## src/rtl/seq_sub_ctrl.sv

```systemverilog
// Sequential byte-serial subtractor controller.
// Computes a - b over an 8/16/32-bit active width, one byte per clock,
// rippling the borrow from the least significant byte upward.
//
// Ports:
//   clk    - single clock, rising edge
//   rst    - synchronous active-high reset
//   start  - begin one subtraction (accepted in IDLE or DONE only)
//   mode   - 00: 8-bit, 01: 16-bit, 10/11: 32-bit
//   a, b   - minuend / subtrahend, low active-width bits used
//   busy   - high while bytes are being processed
//   done   - one-cycle completion pulse
//   result - difference, zero-extended above the active width
//   borrow - unsigned borrow out of the active width (a < b)
//   ovf    - two's-complement overflow of the active width
//   zero   - active-width result equals zero
module seq_sub_ctrl (
  input  logic        clk,
  input  logic        rst,
  input  logic        start,
  input  logic [1:0]  mode,
  input  logic [31:0] a,
  input  logic [31:0] b,
  output logic        busy,
  output logic        done,
  output logic [31:0] result,
  output logic        borrow,
  output logic        ovf,
  output logic        zero
);

  localparam int unsigned DATA_W = 32;
  localparam int unsigned BYTE_W = 8;
  localparam int unsigned IDX_W  = 2;

  typedef enum logic [1:0] {
    IDLE = 2'd0,
    RUN  = 2'd1,
    DONE = 2'd2
  } state_t;

  state_t              state;
  logic [DATA_W-1:0]   a_q;
  logic [DATA_W-1:0]   b_q;
  logic [IDX_W-1:0]    idx;
  logic [IDX_W-1:0]    last_idx;
  logic                chain;

  logic [BYTE_W-1:0]   a_byte;
  logic [BYTE_W-1:0]   b_byte;
  logic [BYTE_W:0]     sum;
  logic [BYTE_W-1:0]   diff;
  logic                borrow_out;
  logic [DATA_W-1:0]   res_next;
  logic [IDX_W-1:0]    mode_last;

  // Index of the final byte for the requested width.
  always_comb begin
    case (mode)
      2'b00:   mode_last = 2'd0;
      2'b01:   mode_last = 2'd1;
      default: mode_last = 2'd3;
    endcase
  end

  // One byte of the subtractor: a + ~b + ~borrow_in, carry inverted to borrow.
  always_comb begin
    a_byte     = a_q[{idx, 3'b000} +: BYTE_W];
    b_byte     = b_q[{idx, 3'b000} +: BYTE_W];
    sum        = {1'b0, a_byte} + {1'b0, ~b_byte} + {{BYTE_W{1'b0}}, ~chain};
    diff       = sum[BYTE_W-1:0];
    borrow_out = ~sum[BYTE_W];
    res_next   = result;
    res_next[{idx, 3'b000} +: BYTE_W] = diff;
  end

  // Controller state, datapath registers and registered outputs.
  always_ff @(posedge clk) begin
    if (rst) begin
      state    <= IDLE;
      a_q      <= '0;
      b_q      <= '0;
      idx      <= '0;
      last_idx <= '0;
      chain    <= 1'b0;
      busy     <= 1'b0;
      done     <= 1'b0;
      result   <= '0;
      borrow   <= 1'b0;
      ovf      <= 1'b0;
      zero     <= 1'b0;
    end else begin
      case (state)
        IDLE, DONE: begin
          done <= 1'b0;
          if (start) begin
            state    <= RUN;
            a_q      <= a;
            b_q      <= b;
            last_idx <= mode_last;
            idx      <= '0;
            chain    <= 1'b0;
            busy     <= 1'b1;
            result   <= '0;
            borrow   <= 1'b0;
            ovf      <= 1'b0;
            zero     <= 1'b0;
          end else begin
            state <= IDLE;
            busy  <= 1'b0;
          end
        end
        RUN: begin
          result <= res_next;
          chain  <= borrow_out;
          if (idx == last_idx) begin
            // Final byte: its MSBs are the active-width sign bits.
            state  <= DONE;
            busy   <= 1'b0;
            done   <= 1'b1;
            borrow <= borrow_out;
            ovf    <= (a_byte[BYTE_W-1] != b_byte[BYTE_W-1]) &&
                      (diff[BYTE_W-1] != a_byte[BYTE_W-1]);
            zero   <= (res_next == '0);
          end else begin
            idx <= idx + 2'd1;
          end
        end
        default: begin
          state <= IDLE;
          busy  <= 1'b0;
          done  <= 1'b0;
        end
      endcase
    end
  end

endmodule

```

## config.mk

```make
export PLATFORM = sky130hd
export DESIGN_NAME = seq_sub_ctrl
export DESIGN_NICKNAME = d
export VERILOG_FILES = /design/src/rtl/seq_sub_ctrl.sv
export SDC_FILE = /design/constraint.sdc
export NUM_CORES = 1
export LEC_CHECK = 0
export CORE_ASPECT_RATIO = 0.8
export CORE_MARGIN = 8
export CORE_UTILIZATION = 35
export DETAILED_ROUTE_END_ITERATION = 16
export GPL_TIMING_DRIVEN = 0
export PLACE_DENSITY = 0.6
export SYNTH_ARGS = -nofsm -noshare
export SYNTH_HDL_FRONTEND = slang
export SYNTH_SLANG_ARGS = --single-unit
```

## constraint.sdc

```tcl
create_clock -name clk -period 4.6 [get_ports clk]
set_input_delay 0.92 -clock clk [delete_from_list [all_inputs] [get_ports clk]]
set_output_delay 0.92 -clock clk [all_outputs]
set_load 0.05 [all_outputs]
```

# Yosys cells after proc, flatten, opt, wreduce, memory -nomap -nowiden
# Index checks and enable logic that the tools add are counted.
[totals]
regBits = 108
input_bits = 69
out_inout_bits = 37
elab_cells = 65
[op_classes]
addsub = 4
n_eq_ne = 9
shift = 4
mux = 21
bitwise_logic = 4
n_reduce_logical = 11
[ops]
columns = ["operator", "n"]
rows = [
  ["one-hot mux 32 bit (2 select lines)", 1],
  ["indexed part select 32 x 6 -> 8 bit", 2],
  ["bitwise mux 32 bit", 1],
  ["zero test 32 bit", 1],
  ["two-way mux 32 bit", 1],
  ["variable shift 8 x 7 -> 32 bit, first input constant", 1],
  ["indexed part select 8 x 7 -> 32 bit", 1],
  ["one-hot mux 2 bit (2 select lines)", 3],
  ["one-hot mux 1 bit (2 select lines)", 5],
  ["adder 8 x 8 -> 9 bit", 1],
  ["adder 9 x 1 -> 9 bit", 1],
  ["inverter 8 bit", 1],
  ["two-way mux 1 bit", 7],
  ["negation 5 -> 7 bit", 1],
  ["two-way mux 2 bit", 3],
  ["!= test 2 bit, second input constant", 3],
  ["AND reduction 3 bit", 2],
  ["equality test 2 x 1 -> 1 bit, second input constant", 2],
  ["zero test 2 bit", 2],
  ["AND reduction 2 bit", 2],
  ["OR reduction 2 bit", 2],
  ["inverter 1 bit", 3],
  ["adder 2 x 1 -> 2 bit, second input constant", 1],
  ["equality test 2 bit", 1],
  ["other kinds (4)", 5],
]

# Longest topological paths before layout
# Gate-level depths: netlist of the first run.
[depth]
word_depth = 9
mapped_depth = 13
depth_no_buf = 11

# Worst setup path before layout of the first run
# Ideal clock, no wire load.
[synth_timing]
path_type = "register -> register"
from = "register idx[0]"
to = "register zero"
setup_ns = 0.069
arrival_ns = 3.066
t_required_ns = 4.531
path_slack_ns = 1.465
path_stages_with_launch = 14
n_path_buf = 2
synth_period_minus_slack_ns = 3.135
cell_sequence = "dfxtp_1 buf_6 clkbuf_1 mux4_2 inv_1 fa_1 inv_1 fa_1 a21o_1 a221oi_2 xnor2_1 nor4_1 a31oi_1 o21ai_1"
[synth_between]
elab_chain_cells = 9
word_cells_on_any_way = 15
cone_classes = "add/sub: 3; eq/ne: 2; shift: 4; mux: 3; bitwise: 1; reduce/logical: 2"
[synth_rtl]
columns = ["item", "line_no", "source"]
rows = [
  ["from (decl)", "45", "logic [IDX_W-1:0] idx;"],
  ["from (signal assigned)", "126", "idx <= idx + 2'd1;"],
  ["indexed part select 32 x 6 -> 8 bit", "69", "b_byte = b_q[{idx, 3'b000} +: BYTE_W];"],
  ["inverter 8 bit", "70", "sum = {1'b0, a_byte} + {1'b0, ~b_byte} + {{BYTE_W{1'b0}}, ~chain};"],
  ["adder 8 x 8 -> 9 bit", "70", ""],
  ["adder 9 x 1 -> 9 bit", "70", ""],
  ["indexed part select 8 x 7 -> 32 bit", "74", "res_next[{idx, 3'b000} +: BYTE_W] = diff;"],
  ["bitwise mux 32 bit", "74", ""],
  ["zero test 32 bit", "124", "zero <= (res_next == '0);"],
  ["two-way mux 1 bit", "116", "if (idx == last_idx) begin"],
  ["one-hot mux 1 bit (2 select lines)", "93", "case (state)"],
  ["to (signal assigned)", "124", ""],
  ["to (decl)", "29", "output logic zero"],
]
# Parallel ways exist; a longest one is shown, timed or not. The select of a mux whose other input is x is not followed.
# A chain may end at the register's enable or synchronous reset.

# Final worst setup path of the first run
# Same ends and word-level chain as after synthesis.

==> flow_results.org, run 1 <==
** Layout
- Number of inserted diodes :: 0
- Final cell count without fillers :: 832
- Most frequent standard cell in the layout excluding fill and tap cells :: sky130_fd_sc_hd__nand2_1
- Fraction of final layout cells sized beyond drive strength 1 :: 0.0578
- Area Overhead vs Synth :: 32.8%
- Layout Nets :: between 700 and 800
- The top cell types in the final layout, fill and taps aside, are 153 x sky130_fd_sc_hd__nand2_1, 107 x sky130_fd_sc_hd__dfxtp_1, 104 x sky130_fd_sc_hd__clkdlybuf4s50_1.
- Number of inserted filler cells in the final layout :: 1,239

** Floorplan
- Core area :: roughly 13,000 um^2
- The die covers approximately 17,000 um^2.
- Overall die width :: 145 um
- Chip Height :: roughly 120 um
- Starting Density :: 0.359
- Num rows :: 37
- I/O pin count :: between 100 and 150

** Timing
- Number of endpoints failing setup at the final stage :: 0
- The number of pins with negative max-slew slack in the final report is 0.
- Ratio of final minimum period to clock period :: 0.815
- Setup repair after global routing left no endpoint under its margin.
- The worst path needs about 3.7 ns of the cycle, external delays included.
- In this run the tightest slew margin relative to its limit is 0.487.
- The number of hold-slack violations in the final timing report is 0.
- Static timing analysis puts the maximum clock frequency at between 200 and 300 MHz.
- Final worst slack :: between 0.8 and 0.9 ns
- Final total negative setup slack :: 0 ns
- Layout Skew :: 0.00503 ns
- Transition at the pin with the smallest max-transition slack :: between 0.7 and 0.8 ns

** Synth
- After synthesis the cells add up to between 4000 and 5000 um^2.
- Most used DFF post-synth :: sky130_fd_sc_hd__dfxtp_1
- Number of synthesized register bits :: between 100 and 150
- Of the synthesized area, sequential elements account for 0.461.
- Ranked by total cell area, the synthesized netlist is headed by sky130_fd_sc_hd__dfxtp_1 46%, sky130_fd_sc_hd__nand2_1 12%, sky130_fd_sc_hd__a21oi_1 8.6%, sky130_fd_sc_hd__mux4_2 7.8%, sky130_fd_sc_hd__a22o_1 3.4%.
- Yosys printed 0 warnings.
- Syn nets :: 620
- Cells after synthesis :: 537
- Largest area contributor in the netlist :: sky130_fd_sc_hd__dfxtp_1
- Share of synthesized registers carrying an async set or reset :: 0
- In this run, distinct cell masters in the synthesized netlist total 44.
- Synthesized area divided by synthesized cell count :: just under 9 um^2
- Of the post-synthesis cell area, the dominant cell type holds 0.461.
- Number of enable flip-flop cells after synthesis :: 0

** Clock tree
- Clock-pin slew reported for the worst setup and hold paths after clock tree synthesis :: roughly 0.07 ns
- Number of H-tree levels :: 3
- Clock latency on the worst-skew pair :: about 0.35 ns
- CTS root buf :: sky130_fd_sc_hd__clkbuf_16
- Gates resized during post-CTS repair numbered 0.
- Hold repair after CTS inserted 0 buffers.
- The clock passes through at most 2 buffers.
- CTS tree :: built
- Counting the buffers created by CTS gives 9.
- Post-CTS timing repair inserted 0 buffers for setup.
- Number of sinks on the clock net :: about 110

** Min path
- Classification of the worst-slack hold path :: reg2reg
- Worst Hold Launch :: a_q[27]

** Global route
- The total overflow left after global routing is 0.
- The first global-routing pass estimated around 22 mm of wire.
- The number of global-route vias before repair came to approximately 4,300.
- Largest net degree at the start of global routing :: 17
- In the global route stage, overall resource usage came out at 0.165.
- The number of antenna violations at the first check in global routing was 0.

** Critical path
- Crit Path Category :: reg2reg
- Critical-path top delay cell :: sky130_fd_sc_hd__clkbuf_1
- Nature of the critical path endpoint :: flop
- Together, buffers and inverters on the worst path number 4.
- Maximum net fanout on the critical path :: 10
- On the critical path the largest part of the delay comes from buffers and inverters.
- Worst Path Arrival :: ~4.0 ns
- Required time at the worst-slack endpoint :: just under 5 ns
- In this run the worst setup path begins at idx[0].
- Walking the worst path, the cells encountered are buf_6 -> clkbuf_1 -> mux4_2 -> inv_1 -> fa_1 -> inv_1 -> fa_1 -> a21o_1 -> a221oi_2 -> xnor2_1 -> nor4_1 -> a31oi_1 -> o21ai_1.
- The worst setup path is launched from a flop.
- The startpoint identified for the worst register-to-register timing path is idx[0].
- On the worst path, the slowest cell contributes a delay of ~0.56 ns.

** Outcome
- Status :: completed

** Detailed routing
- Total iterations of the first detailed-routing run :: 6
- Summed over all layers, the routed wires come to roughly 14 mm.
- Post-route DRC violation count :: 0
- Total vias in the final route :: about 4,200
- Per-cell routed wire length :: between 15 and 20 um
- Once detail routing completed, the nets flagged for antenna violations numbered 0.
- Vias per Instance :: 5.01
- For this block, the initial DRC count from the detailed router was 242.

** Place
- The count of buffers added on input and output ports is 104.
- The congestion estimate from routability-driven global placement came to between 0.8 and 0.9.
- Cells after DPL :: between 800 and 900
- Prior to clock tree synthesis, the placed netlist has a worst setup slack of ~0.83 ns.
- Detailed placement finished with a half-perimeter wire length of about 11 mm.

** Pwr
- PwrDens :: 350 nW/um^2
- Total power for the finished layout comes to between 2 and 2.5 mW.
- Worst IR drop on VDD :: around 220 uV
- Leakage power figure :: 2.22 nW

** Flow run
- Across the run, the number of max-cap violations was 0.
==> layer usage <==
layer | vias to the layer above | global-route usage | routed length, um
met3 | 11 | 0.0463 | 1190
li1 | 2072 | - | -
met1 | 1951 | 0.211 | 6290
met4 | 0 | 0.0461 | 140
met2 | 134 | 0.266 | 6460
met5 | - | 0 | 0
==> synth_stat cells, types with 3 or more instances <==
library cell / instances
sky130_fd_sc_hd__nand2_1: 153
sky130_fd_sc_hd__nand3_1: 5
sky130_fd_sc_hd__a22o_1: 18
sky130_fd_sc_hd__buf_1: 5
sky130_fd_sc_hd__nand3b_1: 3
sky130_fd_sc_hd__nor2b_1: 3
sky130_fd_sc_hd__inv_1: 12
sky130_fd_sc_hd__dfxtp_1: 107
sky130_fd_sc_hd__o21ai_0: 3
sky130_fd_sc_hd__nor4_1: 5
sky130_fd_sc_hd__xnor2_1: 4
sky130_fd_sc_hd__a21oi_1: 80
sky130_fd_sc_hd__o21ai_1: 11
sky130_fd_sc_hd__clkbuf_1: 22
sky130_fd_sc_hd__nor3_1: 8
sky130_fd_sc_hd__ha_1: 12
sky130_fd_sc_hd__nand2b_1: 8
sky130_fd_sc_hd__nor2_1: 28
sky130_fd_sc_hd__mux4_2: 16
==> cell families (layout without fill, tap and decap cells) <==
| logic type | after synthesis | count (layout) | synth area share |
|---|---|---|---|
| compound gates | 127 | 127 | 0.162 |
| xor+xnor | 8 | 8 | 0.0183 |
| fa+ha+maj | 14 | 14 | 0.0410 |
| buf+inv | 43 | 163 | 0.0377 |
| flops | 107 | 107 | 0.461 |
| mux | 17 | 17 | 0.0798 |
| simple gates | 221 | 221 | 0.199 |
==> where the power goes <==
part | internal [mW] | switching [mW]
clock network | 0.368 | 0.336
logic | 0.181 | 0.271
registers | 0.973 | 0.0270
total | 1.52 | 0.633
==> path summary, 6_finish.rpt <==
path | end | slack [ns] | cells past startpoint
setup reg to reg | zero | 0.85 | 13
hold reg to reg | a_q[27] | 0.46 | 2
setup / recovery | zero | 0.85 | 13
hold / removal | a_q[27] | 0.46 | 2
==> per-stage QoR <==
stage                util  hold slack [ns]  cell area, um^2
CTS                 0.477            0.456             6170
finish              0.477            0.456             6170
global route        0.477            0.468             6170
detailed placement  0.457            0.446             5900
floorplan               -            0.433             4640
global placement    0.457            0.440             5900
==> area by class of cell <==
| type | count | area (um^2) | share of cell area |
|---|---|---|---|
| plain buffers | 31 | 130 | 0.0211 |
| clock buffers | 12 | 236 | 0.0384 |
| clock inverters | 4 | 26.3 | 0.00426 |
| inverters | 12 | 45.0 | 0.00731 |
| multi-input cells | 387 | 2330 | 0.377 |
| flip-flops and latches | 107 | 2140 | 0.347 |
| well taps | 175 | 219 | 0.0355 |
| repair buffers | 104 | 1040 | 0.169 |
==> worst register-to-register path: stages, from the launching register on <==
cell	delay, ns
sky130_fd_sc_hd__dfxtp_1	0.38
sky130_fd_sc_hd__buf_6	0.16
sky130_fd_sc_hd__clkbuf_1	0.56
sky130_fd_sc_hd__mux4_2	0.42
sky130_fd_sc_hd__inv_1	0.11
sky130_fd_sc_hd__fa_1	0.19
sky130_fd_sc_hd__inv_1	0.05
sky130_fd_sc_hd__fa_1	0.40
sky130_fd_sc_hd__a21o_1	0.21
sky130_fd_sc_hd__a221oi_2	0.30
sky130_fd_sc_hd__xnor2_1	0.27
sky130_fd_sc_hd__nor4_1	0.35
sky130_fd_sc_hd__a31oi_1	0.12
sky130_fd_sc_hd__o21ai_1	0.15
==> registers in the layout, summed over array words and instances, names as in the netlist <==
register,count
done,1
idx,2
zero,1
a_q,32
b_q,32
last_idx,2
state,1
ovf,1
result,32
chain,1
borrow,1
busy,1
Power figures use the tool's default switching activity.
==> inputs of run 2 (changes only) <==
- clock period: 4.6 -> 3.9 ns (I/O delays scaled with it)
==> flow_results.org, run 2 (synthesized netlist as in run 1, its figures left out) <==
** Critical path
- The most critical setup path has its endpoint at zero.
- The endpoint identified for the worst register-to-register timing path is zero.
- The worst register-to-register path begins at idx[0].
- Crit path from :: idx[0]
- The logic depth of the worst register-to-register path came to 12 (-1).
- The worst setup path is captured at a flop.
- Required time at the worst-slack endpoint :: 4.14 ns (-0.74 ns)
- The critical path arrival is 3.85 ns (-0.18 ns).
- The worst setup path is of the reg2reg kind.
- Setup slack on the worst flop-to-flop path :: 0.29 ns (-0.56 ns)
- The worst setup path is launched from a flop.
- Maximum net fanout on the critical path :: 17 (+7)

** Timing
- The setup skew after layout is 0.00574 ns (+0.000715 ns).
- Final Slew Violations :: 0 (unchanged)
- Period minus WS final :: 3.61 ns (-0.138 ns)
- The worst slew margin relative to its limit came to 0.539 (+0.0522).
- The count of endpoints failing setup in the final report is 0 (unchanged).
- The measured slew at the worst slew-check pin came to 0.687 ns (-0.0832 ns).
- The final critical-path share of the clock period is 0.926 (+0.111).
- RSZ-0062 raised after global routing :: no
- The total negative slack is 0 ns (unchanged).
- Final number of hold-violating endpoints :: 0 (unchanged)
- Highest Clock Rate :: 277 MHz (+3.8%)

** Flow run
- The count of max-cap constraint violations came to 0 (unchanged).

** Place
- The count of input and output buffers came to 104 (unchanged).
- The cell total after placement came to 816 (unchanged).
- The estimated wirelength of the detail-placed design is 10.7 mm (unchanged).
- Routability Congestion :: 0.886 (unchanged)

** Detailed routing
- Vias per Instance :: 5.03 (+0.31%)
- The detailed router's first-iteration violation count came to 268 (+11%).
- Total iterations of the first detailed-routing run :: 7 (+1)
- Final wirelength :: 14.0 mm (-0.28%)
- The number of design rule violations left after detail routing was 0 (unchanged).
- The total number of vias is 4,176 (+0.19%).
- The count of antenna-violating nets left after detailed routing came to 0 (unchanged).
- Per-cell routed wire length :: 16.9 um (-0.16%)

** Layout
- The layout overhead on the synthesized area came to 32.7% (about the same).
- Final cell count without fillers :: 831 (-0.12%)
- Number of inserted filler cells in the final layout :: 1,237 (-0.16%)
- Number of inserted diodes :: 0 (unchanged)
- In the final layout, the registers with the most flip-flops are a_q x32, b_q x32, result x32.
- The proportion of layout cells with a drive suffix above 1 is 0.0595 (+0.00161).
- The top cell types in the final layout, fill and taps aside, are 153 x sky130_fd_sc_hd__nand2_1, 107 x sky130_fd_sc_hd__dfxtp_1, 104 x sky130_fd_sc_hd__clkdlybuf4s50_1.
- The layout net count is 734 (-0.14%).
- Most frequent standard cell in the layout excluding fill and tap cells :: sky130_fd_sc_hd__nand2_1

** Clock tree
- CTS placed an instance of sky130_fd_sc_hd__clkbuf_16 at the clock tree root.
- Number of buffers created by CTS :: 9 (unchanged)
- Number of H-tree levels :: 3 (unchanged)
- Longest Clk Path Bufs :: 2 (unchanged)
- The count of hold-fix buffers inserted at cts is 0 (unchanged).
- The clock-pin slew reported for the worst setup and hold paths after clock tree synthesis came to 0.07 ns (about the same).
- Number of sinks on the clock net :: 107 (unchanged)
- CTS tree :: built
- Clock latency on the worst-skew pair :: 0.35 ns (about the same)
- The number of post-CTS setup repair buffers is 0 (unchanged).

** Global route
- Largest net degree at the start of global routing :: 17 (unchanged)
- The aggregate global routing overflow is 0 (unchanged).
- The number of antenna violations at the first check in global routing came to 0 (unchanged).
- Global-route wire length before repair :: 22.3 mm (unchanged)
- The total routing resource utilization after global routing came to 0.165 (unchanged).
- The number of global-route vias before repair came to 4,256 (unchanged).

** Floorplan
- The die width was 145 um (unchanged).
- The height of the die was 119 um (unchanged).
- The area inside the core boundary is 12,900 um^2 (unchanged).
- The initial standard-cell utilization of the core was 0.359 (unchanged).
- Area enclosed by the die boundary :: 17,200 um^2 (unchanged)
- Num rows :: 37 (unchanged)
- I/O pin count :: 106 (unchanged)

** Min path
- The path class of the tightest hold or removal check is reg2reg.

** Pwr
- The peak supply drop was 260 uV (+18%).
- PwrDens :: 413 nW/um^2 (+18%)
- The leakage power is 2.22 nW (+0.10%).
- Total Power Consumption :: 2.55 mW (+18%)

** Outcome
- Status :: completed
-- run 2: cell types whose count changed in the layout (fill, tap and decap cells not counted) --
cell and change:
sky130_fd_sc_hd__clkbuf_1 -1, sky130_fd_sc_hd__buf_1 -1, sky130_fd_sc_hd__clkbuf_2 +1
-- run 2: repair_timing --
| action | 4_1_cts | 5_1_grt |
|---|---|---|
| gates resized for setup | 0 | 1 |
| endpoints found under the hold margin | 0 | 0 |
| endpoints found under the setup margin | 0 | 4 |
-- run 2: per-stage QoR --
| stage | utilization | instance area (um^2) | setup WS, ns | hold WS (ns) |
|---|---|---|---|---|
| 3_5_place_dp | 0.457 | 5900 | 0.132 | 0.446 |
| 2_1_floorplan | - | 4640 | 0.765 | 0.433 |
| 4_1_cts | 0.477 | 6170 | 0.0769 | 0.456 |
| 6_report | 0.477 | 6160 | 0.290 | 0.455 |
| 3_3_place_gp | 0.457 | 5900 | 0.180 | 0.440 |
| 5_1_grt | 0.477 | 6160 | 0.0579 | 0.468 |
-- run 2: metal layers --
layer | part of all wire | wire length (um) | up-vias | track usage
met4 | 0.014 | 190 | 0 | 0.0461
met3 | 0.077 | 1090 | 17 | 0.0463
met1 | 0.46 | 6420 | 1954 | 0.211
met5 | 0 | 0 | - | 0
li1 | - | - | 2068 | -
met2 | 0.45 | 6350 | 137 | 0.266
-- run 2: layout make-up --
type	count	area, um^2	share of cell area
Timing Repair Buffer	104	1040	0.169
Buffer	30	128	0.0207
Multi-Input combinational cell	387	2330	0.377
Clock inverter	4	26.3	0.00426
Clock buffer	12	236	0.0384
Tap cell	175	219	0.0355
Inverter	12	45.0	0.00731
Sequential cell	107	2140	0.348
-- run 2: worst min path at each step --
stage / from / end / slack, ns / depth (start not counted)
global placement: a_q[3] / a_q[3] / 0.44 / 2
CTS: a_q[24] / a_q[24] / 0.46 / 2
detailed placement: a_q[24] / a_q[24] / 0.45 / 2
finish: b_q[27] / b_q[27] / 0.46 / 2
floorplan: a_q[17] / a_q[17] / 0.43 / 2
global route: b_q[2] / b_q[2] / 0.47 / 2
-- run 2: critical path, stage by stage, from the launching register on --
cell                       delay (ns)
sky130_fd_sc_hd__dfxtp_1         0.38
sky130_fd_sc_hd__buf_6           0.23
sky130_fd_sc_hd__buf_2           0.38
sky130_fd_sc_hd__mux4_2          0.57
sky130_fd_sc_hd__fa_1            0.42
sky130_fd_sc_hd__inv_1           0.08
sky130_fd_sc_hd__fa_1            0.21
sky130_fd_sc_hd__a21o_1          0.18
sky130_fd_sc_hd__a221oi_2        0.09
sky130_fd_sc_hd__xnor2_1         0.54
sky130_fd_sc_hd__nor4_1          0.15
sky130_fd_sc_hd__a31oi_1         0.20
sky130_fd_sc_hd__o21ai_1         0.08
-- run 2: power by group --
group          switching, mW  internal [mW]  leakage, nW
Combinational          0.320          0.213         1.22
Clock                  0.398          0.434        0.127
Sequential            0.0319           1.15        0.874
Total                  0.750           1.79         2.22
==> inputs of run 3 (changes only) <==
- CTS_CLUSTER_SIZE: unset -> 16
- PLACE_DENSITY: 0.6 -> 0.57
==> flow_results.org, run 3 (synthesized netlist as in run 1, its figures left out) <==
** Detailed routing
- The average vias per placed instance was 5.04 (+0.33%).
- The detailed router's first-iteration violation count came to 280 (+4.5%).
- Met2 routed wirelength :: 6.71 mm (+5.7%)
- Wire length on met3 :: 993 um (-8.7%)
- The mean routed wirelength per cell was 17.2 um (+1.7%).
- Number of nets still failing antenna checks after routing :: 0 (unchanged)
- The total wire length after detailed routing came to 14.3 mm (+1.8%).
- Post-route DRC violation count :: 0 (unchanged)
- Total iterations of the first detailed-routing run :: 4 (-3)
- The sum of routed wire segments on met1 came to 6.48 mm (+0.92%).
- The total number of vias came to 4,195 (+0.45%).
- Routed signal wires occupy layers up through met4.

** Place
- The routability congestion estimate from global placement is 0.905 (+2.1%).
- The estimated wirelength of the detail-placed design is 11.0 mm (+2.8%).
- Number of port buffers :: 104 (unchanged)

** Timing
- Number of endpoints failing setup at the final stage :: 0 (unchanged)
- The measured slew at the worst slew-check pin came to 0.725 ns (+0.0379 ns).
- The worst hold margin is 0.454 ns (-0.00132 ns).
- Period minus WS final :: 3.58 ns (-0.0252 ns)
- The total negative slack came to 0 ns (unchanged).
- RSZ-0062 raised after global routing :: no
- Layout Skew :: 0.00845 ns (+0.00271 ns)
- The final critical-path share of the clock period was 0.919 (-0.00646).
- The worst slew margin relative to its limit was 0.513 (-0.0254).
- Final Slew Violations :: 0 (unchanged)
- Final number of hold-violating endpoints :: 0 (unchanged)
- The fmax was 279 MHz (+0.70%).

** Flow run
- Maximum capacitance violations :: 0 (unchanged)

** Clock tree
- Number of buffers created by CTS :: 9 (unchanged)
- CTS root buf :: sky130_fd_sc_hd__clkbuf_16
- Longest Clk Path Bufs :: 2 (unchanged)
- The count of H-tree levels built during CTS came to 3 (unchanged).
- The number of clock sinks was 107 (unchanged).
- Clock-pin slew reported for the worst setup and hold paths after clock tree synthesis :: 0.07 ns (about the same)
- TritonCTS built the clock tree.
- The latest clock arrival within the worst-skew pair came to 0.35 ns (about the same).

** Layout
- Fraction of final layout cells sized beyond drive strength 1 :: 0.0654 (+0.00600)
- Number of inserted diodes :: 0 (unchanged)
- Most frequent standard cell in the layout excluding fill and tap cells :: sky130_fd_sc_hd__nand2_1
- The layout net count is 735 (+0.14%).
- Registers with the highest flip-flop counts :: a_q x32, b_q x32, result x32
- Compared with the post-synthesis result, the final layout area differs by 34.5%.
- Most used cells in the layout excluding fill and tap cells :: 153 x sky130_fd_sc_hd__nand2_1, 107 x sky130_fd_sc_hd__dfxtp_1, 104 x sky130_fd_sc_hd__clkdlybuf4s50_1

** Floorplan
- I/O pin count :: 106 (unchanged)
- Core area :: 12,900 um^2 (unchanged)
- The die outline area came to 17,200 um^2 (unchanged).
- Num rows :: 37 (unchanged)
- Starting Density :: 0.359 (unchanged)
- The height of the die was 119 um (unchanged).
- The die width was 145 um (unchanged).

** Pwr
- The leakage power came to 2.26 nW (+1.8%).
- PwrDens :: 436 nW/um^2 (+5.6%)
- Worst IR drop on VDD :: 240 uV (-7.7%)

** Global route
- The wire length of the first global-routing pass was 23.0 mm (+3.0%).
- The number of global-route vias before repair is 4,356 (+2.3%).
- Residual overflow from global routing :: 0 (unchanged)
- Total routing resource utilization after global routing :: 0.171 (+0.00574)
- Initial antenna violation count :: 0 (unchanged)
- The largest net degree at the start of global routing was 18 (+1).

** Critical path
- Counting stages on the worst path, the most repeated cell is sky130_fd_sc_hd__fa_1.
- Worst Path Arrival :: 3.82 ns (-0.03 ns)
- Maximum net fanout on the critical path :: 10 (-7)
- Critical-path top delay cell :: sky130_fd_sc_hd__mux4_2
- Cells along the critical path :: buf_6 -> buf_2 -> mux4_2 -> fa_1 -> inv_1 -> fa_1 -> a21o_1 -> a221oi_2 -> xnor2_1 -> nor4_1 -> a31oi_1 -> o21ai_1
- Cell type group with the largest total delay on the critical path :: adder cells
- STA classifies the critical path endpoint as a flop.
- Worst Path Buf+Inv :: 3 (unchanged)
- Crit Path Category :: reg2reg
- The required time of the critical path is 4.13 ns (about the same).
- The biggest cell delay along the critical path came to 0.60 ns (+0.03 ns).
- CP Launch Type :: flop

** Outcome
- Status :: completed

** Min path
- The path class of the tightest hold or removal check is reg2reg.
==> run 3: path summary, 6_finish.rpt <==
path                            startpoint      end  cells past startpoint  slack [ns]
worst max-delay path                idx[0]     zero                     12        0.32
worst max register to register      idx[0]     zero                     12        0.32
worst min-delay path               a_q[24]  a_q[24]                      2        0.45
worst min register to register     a_q[24]  a_q[24]                      2        0.45
==> run 3: final cells by class <==
cell class | instances | area, um^2
Timing Repair Buffer | 104 | 1040
Buffer | 31 | 133
Sequential cell | 107 | 2140
Tap cell | 175 | 219
Clock buffer | 11 | 253
Multi-Input combinational cell | 387 | 2330
Clock inverter | 5 | 85.1
Fill cell | 1235 | 6670
Inverter | 12 | 45.0
==> run 3: through the flow <==
stage | power [mW] | instances | utilization | setup WS (ns) | area (um^2)
after global placement | 1.73 | 816 | 0.457 | 0.136 | 5900
after detailed placement | 1.74 | 816 | 0.457 | 0.0771 | 5900
after global routing | 2.83 | 832 | 0.483 | 0.155 | 6240
after floorplan | 1.52 | 537 | - | 0.765 | 4640
after CTS | 2.73 | 832 | 0.483 | 0.0583 | 6240
final | 2.72 | 832 | 0.483 | 0.315 | 6240
==> run 3: repair_timing <==
action / 4_1_cts / 5_1_grt
gates resized for setup: 0 / 4
hold buffers: 0 / 0
endpoints found under the setup margin: 0 / 5
setup buffers: 0 / 0
==> run 3: tightest hold or removal path: stages (launching register included) <==
cell	delay, ns
sky130_fd_sc_hd__dfxtp_1	0.31
sky130_fd_sc_hd__nand2_1	0.05
sky130_fd_sc_hd__a21oi_1	0.05
==> run 3: where the power goes <==
| group | total (mW) | switching [mW] | internal [mW] |
|---|---|---|---|
| Combinational | 0.537 | 0.323 | 0.214 |
| Sequential | 1.18 | 0.0321 | 1.15 |
| Clock | 1.01 | 0.407 | 0.600 |
| Total | 2.72 | 0.762 | 1.96 |
==> run 3: metal layers <==
layer / vias to the layer above / GRT usage
li1: 2070 / -
met1: 1982 / 0.225
met2: 133 / 0.273
met3: 10 / 0.0411
met4: 0 / 0.0454
met5: - / 0
